===== config.mk =====
export PLATFORM = sky130hd
export DESIGN_NAME = daa_io_frame_assembler
export DESIGN_NICKNAME = d
export VERILOG_FILES = /design/src/rtl/daa_io_pkg.sv /design/src/rtl/daa_sync_fifo.sv /design/src/rtl/daa_io_frame_assembler.sv
export SDC_FILE = /design/constraint.sdc
export NUM_CORES = 1
export LEC_CHECK = 0
export CAP_MARGIN = 20
export CORE_MARGIN = 2
export CORE_UTILIZATION = 40
export CTS_BUF_LIST = sky130_fd_sc_hd__clkbuf_8
export DETAILED_ROUTE_END_ITERATION = 7
export PLACE_DENSITY = 0.58
export SYNTH_ARGS = -nofsm -noshare
export SYNTH_HDL_FRONTEND = slang
export SYNTH_SLANG_ARGS = --single-unit

===== constraint.sdc =====
create_clock -name wb_clk_i -period 5.03 [get_ports wb_clk_i]
set_input_delay 1.006 -clock wb_clk_i [delete_from_list [all_inputs] [get_ports wb_clk_i]]
set_output_delay 1.006 -clock wb_clk_i [all_outputs]
set_load 0.02 [all_outputs]

===== src/rtl/daa_io_pkg.sv =====
`default_nettype none
// ---------------------------------------------------------------------------
// daa_io_pkg : pad map, assembler state type and word geometry.  Rev 1.0
// ---------------------------------------------------------------------------
package daa_io_pkg;

  localparam int PAD_DATA_LSB = 0;
  localparam int PAD_STB      = 8;
  localparam int PAD_SOF      = 9;
  localparam int PAD_CFG_LSB  = 10;
  localparam int PAD_CFG_W    = 7;
  localparam int PAD_W        = 17;

  localparam int DEF_DATA_W         = 8;
  localparam int DEF_BYTES_PER_WORD = 4;
  localparam int WORD_W             = DEF_DATA_W * DEF_BYTES_PER_WORD;

  typedef enum logic [0:0] {
    IDLE     = 1'b0,
    ASSEMBLE = 1'b1
  } daa_io_state_t;

endpackage
`default_nettype wire


===== src/rtl/daa_sync_fifo.sv =====
`default_nettype none
// ---------------------------------------------------------------------------
// daa_sync_fifo : FWFT synchronous FIFO with level and same-cycle push/pop.  Rev 1.0
// ---------------------------------------------------------------------------
module daa_sync_fifo #(
  parameter int WIDTH = 33,
  parameter int DEPTH = 4
) (
  input  logic                       clk,
  input  logic                       rst,
  input  logic                       i_push,
  input  logic [WIDTH-1:0]           i_data,
  input  logic                       i_pop,
  output logic [WIDTH-1:0]           o_head,
  output logic                       o_full,
  output logic                       o_empty,
  output logic [$clog2(DEPTH):0]     o_level
);

  localparam int c_AW = $clog2(DEPTH);

  logic [WIDTH-1:0] r_mem [DEPTH];
  logic [c_AW-1:0]  r_wr;
  logic [c_AW-1:0]  r_rd;
  logic [c_AW:0]    r_cnt;
  logic             w_do_pop;
  logic             w_do_push;

  assign o_full    = (r_cnt == (c_AW+1)'(DEPTH));
  assign o_empty   = (r_cnt == '0);
  assign w_do_pop  = i_pop & ~o_empty;
  // A pop frees the slot in the same edge, so a full FIFO can still accept.
  assign w_do_push = i_push & (~o_full | w_do_pop);
  assign o_head    = o_empty ? '0 : r_mem[r_rd];
  assign o_level   = r_cnt;

  always_ff @(posedge clk) begin
    if (w_do_push) r_mem[r_wr] <= i_data;
  end

  always_ff @(posedge clk) begin
    if (rst) begin
      r_wr  <= '0;
      r_rd  <= '0;
      r_cnt <= '0;
    end else begin
      if (w_do_push) r_wr <= r_wr + 1'b1;
      if (w_do_pop)  r_rd <= r_rd + 1'b1;
      case ({w_do_push, w_do_pop})
        2'b10:   r_cnt <= r_cnt + 1'b1;
        2'b01:   r_cnt <= r_cnt - 1'b1;
        default: r_cnt <= r_cnt;
      endcase
    end
  end

endmodule
`default_nettype wire


===== src/rtl/daa_io_frame_assembler.sv =====
`default_nettype none
// ---------------------------------------------------------------------------
// daa_io_frame_assembler : pad sync, strobe edge detect, byte-to-word framing.  Rev 1.0
// ---------------------------------------------------------------------------
module daa_io_frame_assembler
  import daa_io_pkg::*;
#(
  parameter int DATA_W         = DEF_DATA_W,
  parameter int BYTES_PER_WORD = DEF_BYTES_PER_WORD,
  parameter int FIFO_DEPTH     = 4,
  parameter int SYNC_STAGES    = 2
) (
  input  logic                              wb_clk_i,
  input  logic                              wb_rst_i,
  input  logic [PAD_W-1:0]                  pad_in,
  output logic [PAD_CFG_W-1:0]              cfg_o,
  output logic [DATA_W*BYTES_PER_WORD-1:0]  word_data_o,
  output logic                              word_sof_o,
  output logic                              word_valid_o,
  input  logic                              word_ready_i,
  output logic [$clog2(FIFO_DEPTH):0]       fifo_level_o,
  output logic                              overflow_o,
  output logic                              frame_err_o,
  input  logic                              clr_err_i
);

  localparam int c_WORD_W = DATA_W * BYTES_PER_WORD;
  localparam int c_CNT_W  = $clog2(BYTES_PER_WORD);
  localparam logic [c_CNT_W-1:0] c_LAST = c_CNT_W'(BYTES_PER_WORD - 1);

  logic [PAD_W-1:0]     r_sync [SYNC_STAGES];
  logic [PAD_W-1:0]     w_sync;
  logic                 r_stb_d;
  logic                 w_rise;
  logic [DATA_W-1:0]    w_byte;
  logic                 w_sof;

  daa_io_state_t        r_state, w_state_nx;
  logic [c_CNT_W-1:0]   r_cnt, w_cnt_nx;
  logic                 r_first, w_first_nx;
  logic [c_WORD_W-1:0]  r_word, w_word_nx, w_lane_word;
  logic                 w_push, w_err_set;
  logic [c_WORD_W:0]    w_push_data, w_head;
  logic                 w_full, w_empty, w_pop;
  logic                 r_ovf, r_ferr;

  // Every pad bit shares one chain so strobe, sof and data stay aligned.
  for (genvar gi = 0; gi < SYNC_STAGES; gi++) begin : g_sync
    if (gi == 0) begin : g_first
      always_ff @(posedge wb_clk_i) begin
        if (wb_rst_i) r_sync[gi] <= '0;
        else          r_sync[gi] <= pad_in;
      end
    end else begin : g_rest
      always_ff @(posedge wb_clk_i) begin
        if (wb_rst_i) r_sync[gi] <= '0;
        else          r_sync[gi] <= r_sync[gi-1];
      end
    end
  end

  assign w_sync = r_sync[SYNC_STAGES-1];
  assign w_byte = w_sync[PAD_DATA_LSB +: DATA_W];
  assign w_sof  = w_sync[PAD_SOF];
  assign w_rise = w_sync[PAD_STB] & ~r_stb_d;
  assign cfg_o  = w_sync[PAD_CFG_LSB +: PAD_CFG_W];

  always_comb begin
    w_state_nx  = r_state;
    w_cnt_nx    = r_cnt;
    w_first_nx  = r_first;
    w_word_nx   = r_word;
    w_push      = 1'b0;
    w_err_set   = 1'b0;
    w_lane_word = r_word;
    w_lane_word[int'(r_cnt)*DATA_W +: DATA_W] = w_byte;
    w_push_data = {r_first, w_lane_word};
    if (w_rise) begin
      if (w_sof) begin
        w_err_set  = (r_state == ASSEMBLE) && (r_cnt != '0);
        w_state_nx = ASSEMBLE;
        w_word_nx  = {{(c_WORD_W-DATA_W){1'b0}}, w_byte};
        w_cnt_nx   = c_CNT_W'(1);
        w_first_nx = 1'b1;
      end else if (r_state == IDLE) begin
        w_err_set  = 1'b1;
      end else if (r_cnt == c_LAST) begin
        w_push     = 1'b1;
        w_word_nx  = w_lane_word;
        w_cnt_nx   = '0;
        w_first_nx = 1'b0;
      end else begin
        w_word_nx  = w_lane_word;
        w_cnt_nx   = r_cnt + 1'b1;
      end
    end
  end

  always_ff @(posedge wb_clk_i) begin
    if (wb_rst_i) begin
      r_stb_d <= 1'b0;
      r_state <= IDLE;
      r_cnt   <= '0;
      r_first <= 1'b0;
      r_word  <= '0;
    end else begin
      r_stb_d <= w_sync[PAD_STB];
      r_state <= w_state_nx;
      r_cnt   <= w_cnt_nx;
      r_first <= w_first_nx;
      r_word  <= w_word_nx;
    end
  end

  assign w_pop = word_valid_o & word_ready_i;

  daa_sync_fifo #(
    .WIDTH (c_WORD_W + 1),
    .DEPTH (FIFO_DEPTH)
  ) u_fifo (
    .clk     (wb_clk_i),
    .rst     (wb_rst_i),
    .i_push  (w_push),
    .i_data  (w_push_data),
    .i_pop   (w_pop),
    .o_head  (w_head),
    .o_full  (w_full),
    .o_empty (w_empty),
    .o_level (fifo_level_o)
  );

  assign word_data_o  = w_head[c_WORD_W-1:0];
  assign word_sof_o   = w_head[c_WORD_W];
  assign word_valid_o = ~w_empty;

  // Set has priority over clear so an error in the clearing cycle is kept.
  always_ff @(posedge wb_clk_i) begin
    if (wb_rst_i) begin
      r_ovf  <= 1'b0;
      r_ferr <= 1'b0;
    end else begin
      if (w_push & w_full & ~w_pop) r_ovf <= 1'b1;
      else if (clr_err_i)           r_ovf <= 1'b0;
      if (w_err_set)                r_ferr <= 1'b1;
      else if (clr_err_i)           r_ferr <= 1'b0;
    end
  end

  assign overflow_o  = r_ovf;
  assign frame_err_o = r_ferr;

endmodule
`default_nettype wire

==> metrics.txt, run 1 <==
run status=finished, final reports clean; CTS H-tree lvls=2; Worst IR Drop VDD=0.214 mV; Synth Cell Area=8490 um^2; GR Overflow Total=0; final hold violation count=0; # rows=53; drt wl/cell=16.3 um; final wirelength=15700 um; Crit-path slowest cell=dfxtp_2; asr flop ratio synth=0%; Critical Path Source Type=flip-flop; CTS root buf=clkbuf_8; Synth Register Bits=214; nets@finish=696; pwr/cell area=338 nW/um^2; drt pass-1 iters=4; complex-gate fraction of the synthesized area=7.21%; f_max=258 MHz; Clock Latency Late Sink=0.52 ns; critical path depth in cells=4; fin crit share=77.1%; Synth area leader=edfxtp_1; Most used DFF post-synth=edfxtp_1; Post-CTS Setup Bufs=0; Seq. cell area=5610 um^2; post_cts resized=0; Adder-Cell Fraction of Synth Area=1.71%; worst endpoint required time=4.02 ns; worst hold slack=0.432 ns; Syn Nets=621; HPWL Detailed=9920 um; reg-to-reg slack, setup=2.06 ns; hold_sp=r_sync[0][6]; CP peak stage delay=0.59 ns; CP Capture Type=output port; Setup CP Type=reg2out; number of enable flip-flop cells after synthesis=132; antenna violations before repair=0; post-synth top area share=46.7%; ant diodes=0; Worst Hold Depth=1; Hold-fix buffers, CTS=0; hold worst-path end=r_sync[1][6]; post-synthesis sequential area ratio=66.0%; Initial Util=40.5%; R2R depth=10; CTS tree=yes; synth cell count leaders=edfxtp_1 (132), dfxtp_1 (82), nor2b_1 (80); I/O Pins=67; Max clock buf depth=3; Post-Route Skew=0.0211 ns; # setup viols final=0; largest family of logic cells by synthesized area=simple AND/OR/NAND/NOR gates; Fillers=1839; top layer in use=met4; Syn. warnings=0; Reg clk slew, reported paths=0.05 ns; post-route ant nets=0; Vias=4808; min cycle time layout=3.88 ns; largest net degree at the start of global routing=39; initial detailed-routing violation count=261; Final Slew Violations=0; multi-input logic area=2510 um^2; CTS Buf Count=36; Critical Path AT=2.87 ns; Synth-to-Final Area Change=18.5%; Max-slew headroom=48.5%; Die Y-Extent=150 um; vias per cell=4.97; Leakage=3.58 nW; TritonCTS Sinks=214; layout cells sized above 1=15.2%; unrepaired setup endpoints after global routing=no; met1 wire length=6910 um; simple-gate portion of the synthesized area=11.1%; Synth area leaders=edfxtp_1 (47%), dfxtp_1 (19%), mux4_2 (8.8%); CP delay by family, top=buffers and inverters; Global Route Usage Sum=14.7%; post-synthesis cell count=589; r2r endpoint=u_fifo.o_level[2]; worst-margin pin slew=0.770 ns; Placer Congestion=0.795; XOR/XNOR Fraction of Synth Area=0.413%; DR DRC count=0; Max Cap Viol=0; worst path cell trace=buf_4, mux4_2, nor2b_1, clkdlybuf4s50_1; Netlist cell types=41; CP max FO=22; post-synthesis mux area share=9.05%; vias in the first global route=4804; worst path bufs/invs=2; first-pass GRT wire length=25400 um; PortBufs=66; synthesized area per cell=14.4 um^2; Critical R2R Launch=r_cnt[0]; Hold WC Path Type=reg2reg; count leader, synth=edfxtp_1; setup TNS=0 ns; Total Die Area=22400 um^2; die width=150 um; core area=21000 um^2; met2 WL post-DR=7690 um; met3 routed WL=779 um
## metrics by stage
stage	cell area [um^2]	power, mW	setup WS (ns)	std cells	util [%]
floorplan	8490	1.94	2.29	589	-
global placement	9360	1.96	1.59	901	44.7
detailed placement	9360	1.97	1.56	901	44.7
CTS	10100	3.44	1.01	967	48.0
global route	10100	3.52	0.921	967	48.0
finish	10100	3.40	1.15	967	48.0
## registers in the layout, indices dropped and copies added (netlist names), named ones only
signal and cells:
u_fifo.o_level 3, r_state 1, overflow_o 1, r_sync 34, u_fifo.r_wr 2, r_word 32, r_cnt 2, u_fifo.r_rd 2
r_stb_d 1, frame_err_o 1, r_first 1, u_fifo.r_mem 132
## routing by layer
layer  GRT usage [%]  up-vias
li1                -     2282
met1            18.9     2384
met2            24.0      114
met3            3.51       28
met4            5.75        0
met5               0        -
## cells in the final DEF (no fill, tap or decap), types with 4 or more instances in the layout
cell type,instances
nor2b_1,80
nor2_1,9
ha_1,10
o21ai_0,37
and2_1,5
nand3_1,25
clkbuf_8,42
a21oi_1,8
nand2b_1,6
dfxtp_1,81
buf_4,11
clkinv_1,5
a22o_1,32
inv_1,57
clkdlybuf4s50_1,65
a21oi_2,4
a21o_1,5
xor2_1,4
mux4_2,33
nand2_1,11
edfxtp_1,132
## cell families (layout without fill, tap and decap cells)
kind of cell / Yosys count / count (layout)
AO/OA/AOI/OAI: 89 / 89
XOR/XNOR: 4 / 4
adder cells (fa/ha/maj): 11 / 11
buffers and inverters: 83 / 186
flip-flops: 214 / 214
multiplexers: 35 / 35
AND/OR/NAND/NOR: 153 / 153
## how the worst max path moves through the flow
stage	from	end
after floorplan	word_ready_i	u_fifo.o_level[2]
after global placement	flip-flop	word_data_o[20]
after detailed placement	flip-flop	word_data_o[14]
after CTS	flip-flop	word_data_o[14]
after global routing	flip-flop	word_data_o[20]
final	flip-flop	word_data_o[14]
## where the power goes
| group | internal (mW) | total, mW | switching [mW] |
|---|---|---|---|
| logic | 0.0308 | 0.0622 | 0.0314 |
| registers | 1.86 | 1.87 | 0.00760 |
| clock network | 0.814 | 1.47 | 0.653 |
| total | 2.70 | 3.40 | 0.692 |
## final cells by class
cell class / count / area share (%)
Clock buffer: 42 / 5.75
Tap cell: 275 / 3.42
Multi-Input combinational cell: 292 / 24.9
Clock inverter: 24 / 1.24
Sequential cell: 214 / 55.7
Inverter: 43 / 1.60
Timing Repair Buffer: 77 / 7.34
Note: power is estimated with default switching activity, not from simulation.
==> run 2, diff against run 1 <==
==> constraint.sdc (replaced) <==
create_clock -name wb_clk_i -period 3.8 [get_ports wb_clk_i]
set_input_delay 0.76 -clock wb_clk_i [delete_from_list [all_inputs] [get_ports wb_clk_i]]
set_output_delay 0.76 -clock wb_clk_i [all_outputs]
set_load 0.02 [all_outputs]
==> metrics.txt, run 2 (same netlist as run 1, synthesis figures left out) <==
final wirelength=16100 um (was 15700 um); Post-Route Skew=0.0203 ns (was 0.0211 ns); commonest non-fill, non-tap cell in the layout=edfxtp_1 (unchanged); worst-margin pin slew=0.843 ns (was 0.770 ns); Crit-path slowest cell=dfxtp_2 (unchanged); Total Die Area=22400 um^2 (unchanged); CP Capture Type=output port (unchanged); Area after DPL=9350 um^2 (was 9360 um^2); post_cts resized=0 (unchanged); antenna violations before repair=0 (unchanged); DR DRC count=0 (unchanged); TritonCTS Sinks=214 (unchanged); drt wl/cell=16.8 um (was 16.3 um); initial detailed-routing violation count=276 (was 261); worst endpoint required time=3.04 ns (was 4.02 ns); # setup viols final=0 (unchanged); ant diodes=0 (unchanged); CTS root buf=clkbuf_8 (unchanged); most frequent cells in the layout=edfxtp_1 (132), dfxtp_1 (81), nor2b_1 (80), clkdlybuf4s50_1 (65), inv_1 (58) (was edfxtp_1 (132), dfxtp_1 (81), nor2b_1 (80), clkdlybuf4s50_1 (65), inv_1 (57)); Vias=4805 (was 4808); Placer Congestion=0.775 (was 0.795); GR Overflow Total=0 (unchanged); run status=finished, final reports clean (unchanged); Max clock buf depth=3 (unchanged); die width=150 um (unchanged); Post-CTS Setup Bufs=0 (unchanged); Critical Path Source Type=flip-flop (unchanged); Max-slew headroom=43.7% (was 48.5%); nets@finish=694 (was 696); Global Route Usage Sum=14.9% (was 14.7%); worst path cell trace=buf_12, mux4_2, nor2b_1, clkdlybuf4s50_1 (was buf_4, mux4_2, nor2b_1, clkdlybuf4s50_1); Worst IR Drop VDD=0.209 mV (was 0.214 mV); CP max FO=23 (was 22); Hold WC Path Type=reg2reg (unchanged); f_max=296 MHz; worst path bufs/invs=2 (unchanged); Leakage=3.55 nW (was 3.58 nW); placed cells=899 (was 901); Regs by FF count=u_fifo.r_mem (132), r_sync (34), r_word (32) (unchanged); I/O Pins=67 (unchanged); setup TNS=0 ns (unchanged); # rows=53 (unchanged); HPWL Detailed=9780 um (was 9920 um); Setup CP Type=reg2out (unchanged); Worst Hold Depth=1 (unchanged); R2R depth=11 (was 10); CP peak stage delay=0.59 ns (about the same); first-pass GRT wire length=25800 um (was 25400 um); pwr/cell area=441 nW/um^2 (was 338 nW/um^2); min cycle time layout=3.37 ns; non-filler cells, final=961 (was 967); Synth-to-Final Area Change=18.0% (was 18.5%); CTS Buf Count=36 (unchanged); post-route ant nets=0 (unchanged); CTS tree=yes (unchanged); Reg clk slew, reported paths=0.06 ns (was 0.05 ns); Initial Util=40.5% (unchanged); Final Slew Violations=0 (unchanged); CP delay by family, top=buffers and inverters (unchanged); Critical Path AT=2.61 ns (was 2.87 ns); unrepaired setup endpoints after global routing=no (unchanged); worst hold slack=0.434 ns (was 0.432 ns); Die Y-Extent=150 um (unchanged); final hold violation count=0 (unchanged); Hold-fix buffers, CTS=0 (unchanged); Max Cap Viol=0 (unchanged); vias in the first global route=4976 (was 4804); max reg flops=132 (unchanged); fin crit share=88.8%; layout cells sized above 1=14.7% (was 15.2%); core area=21000 um^2 (unchanged); fin area=10000 um^2 (was 10100 um^2); Fillers=1901 (was 1839); largest net degree at the start of global routing=49 (was 39); Clock Latency Late Sink=0.51 ns (was 0.52 ns); vias per cell=5.00 (was 4.97); drt pass-1 iters=4 (unchanged); CTS H-tree lvls=2 (unchanged); PortBufs=66 (unchanged); Top reg by flops=u_fifo.r_mem (unchanged); critical path depth in cells=4 (unchanged)
==> run 2: path summary, 6_finish.rpt <==
check	startpoint	endpoint	slack, ns
hold reg to reg	r_sync[0][13]	r_sync[1][13]	0.43
hold / removal	r_sync[0][13]	r_sync[1][13]	0.43
setup / recovery	flip-flop	word_data_o[18]	0.43
setup reg to reg	r_cnt[0]	u_fifo.o_level[2]	1.17
==> run 2: worst register-to-register path, stage by stage (launching register included) <==
cell	delay, ns
dfxtp_1	0.56
ha_1	0.22
buf_4	0.23
nand2_1	0.13
nor4_4	0.35
inv_1	0.09
ha_1	0.24
inv_1	0.07
fa_1	0.17
xor2_1	0.08
or3_1	0.30
a21oi_1	0.14
==> run 2: stage by stage <==
step                      util, %  total power, mW  worst slack, ns
after floorplan                 -             2.57             1.30
after global placement       44.6             2.60            0.740
after detailed placement     44.6             2.60            0.669
after CTS                    47.8             4.48            0.309
after global routing         47.8             4.59            0.230
final                        47.8             4.42            0.426
==> run 2: layer usage <==
metal | GRT usage (%) | part of all wire, % | vias to the layer above
li1 | - | - | 2270
met4 | 5.09 | 1.5 | 0
met5 | 0 | 0 | -
met1 | 18.8 | 43 | 2391
met2 | 25.0 | 50 | 127
met3 | 3.99 | 5.4 | 17
==> run 2: layout make-up <==
cell class	instances	area (um^2)	share of cell area, %
flip-flops and latches	214	5610	56.0
multi-input cells	292	2510	25.0
repair buffers	75	736	7.34
clock buffers	43	592	5.91
well taps	275	344	3.43
inverters	43	161	1.61
clock inverters	19	73.8	0.737
==> run 2: where the power goes <==
part | internal [mW] | switching (mW)
registers | 2.46 | 0.0100
clock network | 1.02 | 0.845
logic | 0.0407 | 0.0418
total | 3.52 | 0.897
==> run 3, diff against run 2 <==
--- a/config.mk
+++ b/config.mk
@@ -10,6 +10,7 @@
 export CORE_UTILIZATION = 40
 export CTS_BUF_LIST = sky130_fd_sc_hd__clkbuf_8
 export DETAILED_ROUTE_END_ITERATION = 7
+export GPL_TIMING_DRIVEN = 0
 export PLACE_DENSITY = 0.58
 export SYNTH_ARGS = -nofsm -noshare
 export SYNTH_HDL_FRONTEND = slang
==> metrics.txt, run 3 (same netlist as run 1, synthesis figures left out) <==
Area after DPL=9610 um^2 (was 9350 um^2); die width=150 um (unchanged); Synth-to-Final Area Change=21.6% (was 18.0%); nets@finish=728 (was 694); worst path cell trace=nor3_2, clkbuf_1, nor2b_1, clkdlybuf4s50_1 (was buf_12, mux4_2, nor2b_1, clkdlybuf4s50_1); commonest non-fill, non-tap cell in the layout=edfxtp_1 (unchanged); run status=finished, final reports clean (unchanged); Reg clk slew, reported paths=0.06 ns (about the same); post_cts resized=0 (unchanged); Setup CP Type=reg2out (unchanged); Post-CTS Setup Bufs=0 (unchanged); f_max=283 MHz (was 296 MHz); Max-slew headroom=44.3% (was 43.7%); Clock Latency Late Sink=0.51 ns (about the same); # setup viols final=0 (unchanged); Global Route Usage Sum=15.6% (was 14.9%); fin crit share=93.1% (was 88.8%); Worst IR Drop VDD=0.266 mV (was 0.209 mV); antenna violations before repair=0 (unchanged); Top reg by flops=u_fifo.r_mem (unchanged); drt wl/cell=17.0 um (was 16.8 um); most frequent cells in the layout=edfxtp_1 (132), dfxtp_1 (82), nor2b_1 (80), clkdlybuf4s50_1 (66), inv_1 (54) (was edfxtp_1 (132), dfxtp_1 (81), nor2b_1 (80), clkdlybuf4s50_1 (65), inv_1 (58)); CP delay by family, top=buffers and inverters (unchanged); Max clock buf depth=3 (unchanged); Vias=4893 (was 4805); first-pass GRT wire length=26800 um (was 25800 um); initial detailed-routing violation count=352 (was 276); core area=21000 um^2 (unchanged); fin area=10300 um^2 (was 10000 um^2); Critical Path Source Type=flip-flop (unchanged); min cycle time layout=3.54 ns (was 3.37 ns); Post-Route Skew=0.0159 ns (was 0.0203 ns); vias per cell=4.91 (was 5.00); CP max FO=10 (was 23); CTS Buf Count=35 (was 36); worst endpoint required time=3.04 ns (about the same); Hold-fix buffers, CTS=0 (unchanged); HPWL Detailed=11300 um (was 9780 um); worst-margin pin slew=0.831 ns (was 0.843 ns); Placer Congestion=0.850 (was 0.775); I/O Pins=67 (unchanged); Leakage=3.69 nW (was 3.55 nW); GR Overflow Total=0 (unchanged); setup TNS=0 ns (unchanged); Fillers=1867 (was 1901); CP Capture Type=output port (unchanged); Final Slew Violations=0 (unchanged); layout cells sized above 1=17.2% (was 14.7%); Regs by FF count=u_fifo.r_mem (132), r_sync (34), r_word (32) (unchanged); # rows=53 (unchanged); unrepaired setup endpoints after global routing=no (unchanged); pwr/cell area=440 nW/um^2 (was 441 nW/um^2); Total Die Area=22400 um^2 (unchanged); post-route ant nets=0 (unchanged); max reg flops=132 (unchanged); CTS tree=yes (unchanged); CTS root buf=clkbuf_8 (unchanged); Initial Util=40.5% (unchanged); PortBufs=66 (unchanged); Critical Path AT=2.78 ns (was 2.61 ns); Max Cap Viol=0 (unchanged); ant diodes=0 (unchanged); largest net degree at the start of global routing=20 (was 49); CTS H-tree lvls=2 (unchanged); drt pass-1 iters=5 (was 4); Hold WC Path Type=reg2reg (unchanged); final wirelength=16900 um (was 16100 um); worst path bufs/invs=2 (unchanged); Crit-path slowest cell=nor3_2 (was dfxtp_2); vias in the first global route=5038 (was 4976); Die Y-Extent=150 um (unchanged); final hold violation count=0 (unchanged); TritonCTS Sinks=214 (unchanged); CP peak stage delay=0.70 ns (was 0.59 ns); DR DRC count=0 (unchanged)
==> run 3: changes by cell type in the layout (fill, tap and decap cells not counted), sizes merged <==
cell / before / now
buf: 10 / 26
bufinv: 0 / 1
clkbuf: 43 / 63
clkinv: 4 / 5
inv: 58 / 54
clkdlybuf4s50: 65 / 66
==> run 3: cell type report <==
class | count | area (um^2) | area share, %
sequential | 214 | 5610 | 54.3
multi-input combinational | 292 | 2500 | 24.3
timing repair buffer | 70 | 771 | 7.47
clock buffer | 45 | 619 | 6.00
tap | 275 | 344 | 3.33
buffer | 40 | 224 | 2.17
inverter | 43 | 161 | 1.56
clock inverter | 17 | 92.6 | 0.897
==> run 3: path summary, 6_finish.rpt <==
check                     from                end  slack [ns]  cells past startpoint
min reg2reg       r_sync[0][6]       r_sync[1][6]        0.43                      1
max reg2reg  u_fifo.o_level[0]  u_fifo.o_level[2]        1.43                      9
min               r_sync[0][6]       r_sync[1][6]        0.43                      1
max          u_fifo.o_level[0]    word_data_o[12]        0.26                      4
==> run 3: where the power goes <==
part | switching [mW] | internal, mW | total, mW
logic | 0.0460 | 0.0479 | 0.0939
registers | 0.00871 | 2.46 | 2.47
clock network | 0.849 | 1.13 | 1.98
total | 0.904 | 3.64 | 4.54
==> run 3: per-stage QoR <==
stage | setup WS [ns] | std cells | total power [mW] | utilization [%] | hold slack, ns
global route | 0.0868 | 996 | 4.70 | 49.3 | 0.455
CTS | 0.161 | 996 | 4.60 | 49.3 | 0.436
detailed placement | 0.686 | 934 | 2.61 | 45.9 | 0.422
global placement | -0.0337 | 930 | 2.61 | 45.3 | 0.421
finish | 0.264 | 996 | 4.54 | 49.3 | 0.433
floorplan | 1.30 | 589 | 2.57 | - | 0.414
==> run 3: metal layers <==
layer  wire length (um)  global-route usage, %  up-vias
li1                   -                      -     2349
met1               7340                   19.5     2405
met2               8430                   26.8      120
met3                859                   3.11       19
met4                269                   6.18        0
met5                  0                      0        -
